**config.mk**
```make
export PLATFORM = sky130hd
export DESIGN_NAME = instr_fetch_unit
export DESIGN_NICKNAME = d
export VERILOG_FILES = /design/src/rtl/instr_fetch_unit.sv
export SDC_FILE = /design/constraint.sdc
export NUM_CORES = 1
export LEC_CHECK = 0
export ABC_CLOCK_PERIOD_IN_PS = 2790
export CORE_AREA = 2 2 159 161
export CTS_BUF_LIST = sky130_fd_sc_hd__clkbuf_16
export CTS_CLUSTER_DIAMETER = 80
export CTS_CLUSTER_SIZE = 12
export DETAILED_ROUTE_END_ITERATION = 10
export DIE_AREA = 0 0 161 163
export PLACE_DENSITY = 0.86
export SLEW_MARGIN = 20
export SYNTH_ARGS = -nofsm -noshare
export SYNTH_HDL_FRONTEND = slang
export SYNTH_SLANG_ARGS = --single-unit
```
**constraint.sdc**
```tcl
create_clock -name CLK -period 2.79 [get_ports CLK]
set_input_delay 0.279 -clock CLK [delete_from_list [all_inputs] [get_ports CLK]]
set_output_delay 0.279 -clock CLK [all_outputs]
set_load 0.02 [all_outputs]
```
**src/rtl/instr_fetch_unit.sv**
```systemverilog
`default_nettype none
// +----------------------------------------------------------------------------+
// | Module      : instr_fetch_unit                                             |
// | Description : Instruction fetch stage. Holds the PC, issues one read at a  |
// |               time to the instruction memory port and buffers returned     |
// |               words in a DEPTH-entry prefetch FIFO that decode pops.       |
// |               Redirects flush the FIFO; halt stops fetching (sticky).      |
// |               Optional macro FETCH_STATS_EN adds fetch_count/stall_count.  |
// | Revision    : 1.0  initial release                                         |
// +----------------------------------------------------------------------------+
module instr_fetch_unit #(
  parameter logic [31:0] PC_INIT = 32'h0000_0000,
  parameter int          DEPTH   = 4
) (
  input  logic        CLK,
  input  logic        nRST,
  output logic        imemREN,
  output logic [31:0] imemaddr,
  input  logic [31:0] imemload,
  input  logic        ihit,
  input  logic        redirect,
  input  logic [31:0] redirect_pc,
  input  logic        halt,
  input  logic        deq,
  output logic        valid,
  output logic [31:0] instr,
  output logic [31:0] instr_pc,
  output logic [5:0]  opcode,
  output logic        fetch_idle
`ifdef FETCH_STATS_EN
  ,
  output logic [31:0] fetch_count,
  output logic [31:0] stall_count
`endif
);

  localparam int c_ptrW = $clog2(DEPTH);
  localparam int c_cntW = c_ptrW + 1;
  localparam logic [c_cntW-1:0] c_lastCnt = c_cntW'(DEPTH - 1);

  typedef enum logic [1:0] {
    RUN  = 2'd0,
    FULL = 2'd1,
    HALT = 2'd2
  } state_t;

  state_t              r_state;
  state_t              w_nextState;
  logic [31:0]         r_pc;
  logic [c_ptrW-1:0]   r_head;
  logic [c_ptrW-1:0]   r_tail;
  logic [c_cntW-1:0]   r_count;
  logic [31:0]         r_instrMem [DEPTH];
  logic [31:0]         r_pcMem    [DEPTH];
  logic                w_enq;
  logic                w_deq;

  // A redirect discards both the returning word and any decode pop this cycle.
  assign w_enq = imemREN && ihit && !redirect;
  assign w_deq = deq && (r_count != '0) && !redirect;

  // State register.
  always_ff @(posedge CLK or negedge nRST) begin
    if (!nRST) r_state <= RUN;
    else       r_state <= w_nextState;
  end

  // Next-state and request/idle outputs; halt outranks redirect and FIFO flow.
  always_comb begin
    w_nextState = r_state;
    imemREN     = 1'b0;
    fetch_idle  = 1'b0;
    if (halt || r_state == HALT) begin
      w_nextState = HALT;
    end else if (redirect) begin
      w_nextState = RUN;
    end else begin
      case (r_state)
        RUN:     if (w_enq && !w_deq && r_count == c_lastCnt) w_nextState = FULL;
        FULL:    if (w_deq) w_nextState = RUN;
        default: w_nextState = r_state;
      endcase
    end
    imemREN    = (r_state == RUN);
    fetch_idle = (r_state == HALT) && (r_count == '0);
  end

  // Program counter: redirect target is forced word aligned; advance on accepted read.
  always_ff @(posedge CLK or negedge nRST) begin
    if (!nRST)         r_pc <= PC_INIT;
    else if (redirect) r_pc <= redirect_pc & 32'hFFFF_FFFC;
    else if (w_enq)    r_pc <= r_pc + 32'd4;
  end

  // Prefetch ring buffer: storage, wrapping pointers and occupancy count.
  always_ff @(posedge CLK or negedge nRST) begin
    if (!nRST) begin
      r_head  <= '0;
      r_tail  <= '0;
      r_count <= '0;
      for (int i = 0; i < DEPTH; i++) begin
        r_instrMem[i] <= '0;
        r_pcMem[i]    <= '0;
      end
    end else if (redirect) begin
      r_head  <= r_tail;
      r_count <= '0;
    end else begin
      if (w_enq) begin
        r_instrMem[r_tail] <= imemload;
        r_pcMem[r_tail]    <= r_pc;
        r_tail             <= r_tail + c_ptrW'(1);
      end
      if (w_deq) r_head <= r_head + c_ptrW'(1);
      case ({w_enq, w_deq})
        2'b10:   r_count <= r_count + c_cntW'(1);
        2'b01:   r_count <= r_count - c_cntW'(1);
        default: r_count <= r_count;
      endcase
    end
  end

  assign imemaddr = r_pc;
  assign valid    = (r_count != '0);
  assign instr    = r_instrMem[r_head];
  assign instr_pc = r_pcMem[r_head];
  assign opcode   = instr[31:26];

`ifdef FETCH_STATS_EN
  logic [31:0] r_fetchCount;
  logic [31:0] r_stallCount;

  // Accepted fetches and cycles spent waiting on the memory.
  always_ff @(posedge CLK or negedge nRST) begin
    if (!nRST) begin
      r_fetchCount <= '0;
      r_stallCount <= '0;
    end else begin
      if (w_enq)             r_fetchCount <= r_fetchCount + 32'd1;
      if (imemREN && !ihit)  r_stallCount <= r_stallCount + 32'd1;
    end
  end

  assign fetch_count = r_fetchCount;
  assign stall_count = r_stallCount;
`endif

endmodule
`default_nettype wire

```
### Word-level counts from Yosys, hierarchy flattened

Cells that the tools add are included.
W data, S select, Z words.

| operators by class | value |
|---|---|
| reduce and logical (&&, ||, !) cells | 20 |
| $lt $le $gt $ge | 3 |
| muxes and demuxes | 21 |
| bitwise gates (word level) | 3 |
| add/subtract/negate cells | 5 |
| equality and inequality tests | 7 |

Operators with widths:

| cell | count |
|---|---|
| $bwmux W128 | 2 |
| $mux W32 | 7 |
| $bmux W32 S2 | 2 |
| $demux W32 S2 | 1 |
| $add A32 B3 Y32 const B | 1 |
| $mux W2 | 6 |
| $logic_and A1 B1 Y1 | 8 |
| $ge A3 B3 Y1 const B | 2 |
| $not A2 Y3 | 2 |
| $pmux W3 S2 | 1 |
| $reduce_bool A3 Y1 | 2 |
| $add A2 B1 Y2 const B | 2 |
| $eq A2 B1 Y1 const B | 2 |
| $eq A2 B2 Y1 const B | 2 |
| $ne A4 B1 Y1 const B | 1 |
| $ne A4 B4 Y1 const B | 1 |
| $pmux W2 S2 | 1 |
| $reduce_bool A2 Y1 | 2 |
| $reduce_bool A4 Y1 | 1 |
| $add A3 B1 Y3 const B | 1 |
| $eq A3 B2 Y1 const B | 1 |
| $logic_not A3 Y1 | 1 |
| $lt A3 B1 Y1 const B | 1 |
| $mux W3 | 1 |
| 7 further kinds | 8 |

| word-level totals | value |
|---|---|
| output and inout port bits | 105 |
| bits in registers | 297 |

### Depth between registers and ports, before layout

| depth | value |
|---|---|
| depth after elaboration | 10 |
| mapped depth | 8 |
| gate-level depth less buffers | 6 |

### Worst setup path after synthesis

OpenSTA, ideal clock, no wires.

| timing path | value |
|---|---|
| path type | reg-to-reg |
| start | register r_pc[8] (netlist: imemaddr[8]) |
| end | register r_pc[31] (netlist: imemaddr[31]) |
| data arrival time | 2.055 ns |
| required time | 2.708 ns |
| setup slack | 0.654 ns |
| buffers on the path | 2 |
| stages on the path, launching flop included | 7 |
| clock period less this slack | 2.136 ns |
| library setup time | 0.082 ns |
| cell sequence | dfrtp_1 > buf_2 > nand4_2 > or4_1 > buf_2 > or4_1 > a31oi_1 |

| between the ends | value |
|---|---|
| cells in the longest elaborated chain, start to end | 3 |

Ends and longest elaborated chain:

| item | line | source |
|---|---|---|
| start, declared | 49 | `logic [31:0] r_pc;` |
| start signal, assigned | 91 | `else if (redirect) r_pc <= redirect_pc & 32'hFFFF_FFFC;` |
| start signal, assigned | 92 | `else if (w_enq) r_pc <= r_pc + 32'd4;` |
| $add A32 B3 Y32 | 92 |  |
| $mux W32 | 92 |  |
| $mux W32 | 91 |  |

Every way passes these cells. The select of a mux whose other input is x is not followed.
A chain may end at the register's enable or synchronous reset.

### Final worst setup path

| timing path | value |
|---|---|
| start | register r_head[0] |
| end | output instr_pc[28] |

| between the ends | value |
|---|---|
| cells in the longest elaborated chain, start to end | 4 |

Ends and longest elaborated chain:

| item | line | source |
|---|---|---|
| start, declared | 50 | `logic [c_ptrW-1:0] r_head;` |
| start signal, assigned | 106 | `r_head <= r_tail;` |
| start signal, assigned | 114 | `if (w_deq) r_head <= r_head + c_ptrW'(1);` |
| $not A2 Y3 (not written as such) | 126 | `assign instr_pc = r_pcMem[r_head];` |
| $bmux W32 S2 | 126 |  |
| $mux W32 (not written as such) (2 in a row) | 126 |  |
| end, declared | 27 | `output logic [31:0] instr_pc,` |

Every way passes these cells. The select of a mux whose other input is x is not followed.

==> flow_summary.ini <==
[die]
core_mm2 = 0.02467
rows = 58
dieArea_mm2 = 0.02624
ios = 175
die_y_um = 163
start_util = 0.5364
die_w_um = 161

[sta]
max_freq_mhz = 367.4
post-route-period-util = 0.9755
drv_slew = 0
finalSetupViolations = 0
whs_ns = 0.3199
skew_ns = 0.008882
hold_viol_final = 0
relSlewSlack = 0.5494
tightest_slew_ns = 0.6759
layout_setup_ws_ns = 0.06837
fin_crit_ns = 2.722

[synthesis]
synth_area_per_cell_um2 = 14.94
syn_area_mm2 = 0.01324
yosysWarnings = 0
ys.flop_type = dfrtp_1
synthTopCellsByArea = dfrtp_1, mux2_2, mux4_2
synth_edf_count = 0
synth_top_area_frac = 0.5426
synthCells = 886
ys_ff_latch = 287
yosysTopAreaCell = dfrtp_1
seq_area_frac_synth = 0.5426
async_reset_ff_frac = 1.000
yosysUniqueCellTypes = 46

[route]
via_per_inst = 5.880
num_vias = 8162
postRouteWirelength_um = 28810
drt_pass1_iterations = 5
ant_nets = 0
dr.first_iter.drc_count = 470
avgRoutedWirePerCell_um = 20.76
drc = 0

[global_routing]
grt_pass1_vias = 8588
grt_max_degree = 89
grt_pass1_wl_um = 46370
grtUsageTotal = 0.2227
grt_overflow_total = 0
antenna_found_initial = 0

[finish]
stdcell_count = 1388
nets = 1134
final_util = 0.6495
antenna_cells = 0
area_growth_pct = 21.08
drive_gt1_frac = 0.3743

[setup_path]
cp.arrival_ns = 2.44
startpoint_type = flip-flop
path_max_fanout = 11
cp_data_required_time_ns = 2.51
crit_path_end_kind = output port
worstRegToRegCells = 5
critPathKind = reg -> out

[status]
outcome = complete, no violations

[pwr]
sw_frac_of_total = 0.2534
p_leak_nw = 7.742
ir_drop_mv = 0.3899
seqPwrFrac = 0.501
switching_power_mw = 2.269
pwr-share-comb = 0.151
power_mw = 8.952
p_int_mw = 6.683
power.density_mw_per_mm2 = 558.6
clkPwrFrac = 0.349

[placed_design]
place_ws_ns = 0.2221
gp_congestion = 0.8136
dp_cells = 1352
port_buffers = 168
dp_hpwl_um = 18550

[clocking]
cts_tree = yes
cts_buffers = 27
cts.sinks = 287
ctsRootBufferMaster = clkbuf_16
cts_max_level = 1
path_clk_slew_ns = 0.06
cts_buffer_depth = 3
clk_latency_ns = 0.52

[min_path]
hold-path-cell-count = 3
hold_class = in -> reg

[flow_run]
cap_violations = 0
metrics by stage:
| step | instance area [um2] | TNS, ns |
|---|---|---|
| after floorplan | 13250 | 0 |
| after global placement | 15260 | 0 |
| after detailed placement | 15260 | 0 |
| after CTS | 15960 | 0 |
| after global routing | 16030 | -0.00006994 |
| final | 16030 | 0 |
final cells by class:
cell class	count	area, um2
inverters	6	22.52
repair buffers	214	2178
well taps	330	412.9
multi-input cells	522	5539
clock buffers	27	675.6
clock inverters	2	7.507
flip-flops and latches	287	7189
fillers	1747	8648
sequential cells by signal, summed over array words and instances, names as in the netlist:
register	cells
r_instrMem	128
r_tail	2
r_count	3
r_pcMem	120
r_state	2
r_head	2
imemaddr	30
layout by cell type (no fill, tap or decap), types with 2 or more instances in the layout:
| cell type | count |
|---|---|
| clkdlybuf4s50_1 | 150 |
| o31ai_1 | 11 |
| dfrtp_4 | 2 |
| dfrtp_1 | 285 |
| nand4_1 | 6 |
| or3_1 | 6 |
| nand2_1 | 32 |
| nor3_1 | 6 |
| xnor2_1 | 10 |
| buf_4 | 36 |
| and2_1 | 4 |
| buf_12 | 9 |
| a22oi_1 | 2 |
| and3_1 | 5 |
| nand2_4 | 4 |
| xor2_1 | 5 |
| mux2_2 | 249 |
| ha_1 | 5 |
| nor4_1 | 6 |
| conb_1 | 4 |
| nor2_1 | 19 |
| dlygate4sd2_1 | 3 |
| or4_1 | 15 |
| mux2i_1 | 2 |
| nor2b_1 | 2 |
| mux4_2 | 62 |
| nand3_1 | 10 |
| clkbuf_16 | 27 |
| inv_1 | 8 |
| a31oi_1 | 14 |
| o211ai_1 | 3 |
| dlymetal6s2s_1 | 14 |
| o31a_1 | 2 |
| nor3b_1 | 3 |
| o21ai_0 | 22 |
per-layer routing:
metal | vias up | wire length (um) | share of wire | track usage
met1 | 4284 | 12570 | 0.44 | 0.3160
li1 | 3607 | - | - | -
met4 | 0 | 532 | 0.018 | 0.05357
met2 | 225 | 14180 | 0.49 | 0.3695
met3 | 46 | 1538 | 0.053 | 0.03132
met5 | - | 0 | 0 | 0
kinds of logic (layout without fill, tap and decap cells):
family,Yosys count,in the layout,synth area share
mux,313,313,0.3189
flops,287,287,0.5426
simple gates,128,128,0.05436
buf+inv,80,249,0.04122
compound gates,56,56,0.02647
xor+xnor,15,15,0.009926
fa+ha+maj,6,6,0.006239
other cells,1,4,0.0002833
cell usage after synthesis (11+ instances only):
master    number
dfrtp_1      287
mux2_2       249
mux4_2        62
nand2_1       32
buf_6         25
o21ai_0       22
clkbuf_1      21
nor2_1        19
buf_2         16
or4_1         15
a31oi_1       14
o31ai_1       11
timing repair:
action / 4_1_cts / 5_1_grt
hold endpoints to repair: 79 / 0
hold buffers: 1 / 0
setup buffers: 2 / 4
gates resized for setup: 3 / 14
setup endpoints to repair: 53 / 27
critical path, cell delays in order (launching register included):
cell and delay [ns]:
dfrtp_4 0.59, buf_4 0.22, mux4_2 0.54, clkdlybuf4s50_1 0.56
worst paths after layout:
path / from / endpoint / slack, ns
setup / recovery: r_head[0] / instr_pc[28] / 0.07
hold / removal: redirect_pc[9] / imemaddr[9] / 0.32
setup reg to reg: imemaddr[8] / imemaddr[31] / 0.57
hold reg to reg: r_instrMem[56] / r_instrMem[56] / 0.50
max in group asynchronous: nRST / r_pcMem[19] / 1.64
min in group asynchronous: nRST / r_instrMem[85] / 0.37
power by group through the flow:
| stage | combinational, mW | clock, mW | sequential (mW) |
|---|---|---|---|
| floorplan | 0.715 | 0 | 4.51 |
| finish | 1.35 | 3.12 | 4.48 |
| detailed placement | 1.30 | 0 | 4.59 |
| global placement | 1.28 | 0 | 4.58 |
| global route | 1.45 | 3.36 | 4.50 |
| CTS | 1.33 | 3.18 | 4.50 |
(Power assumes the default switching activity.)
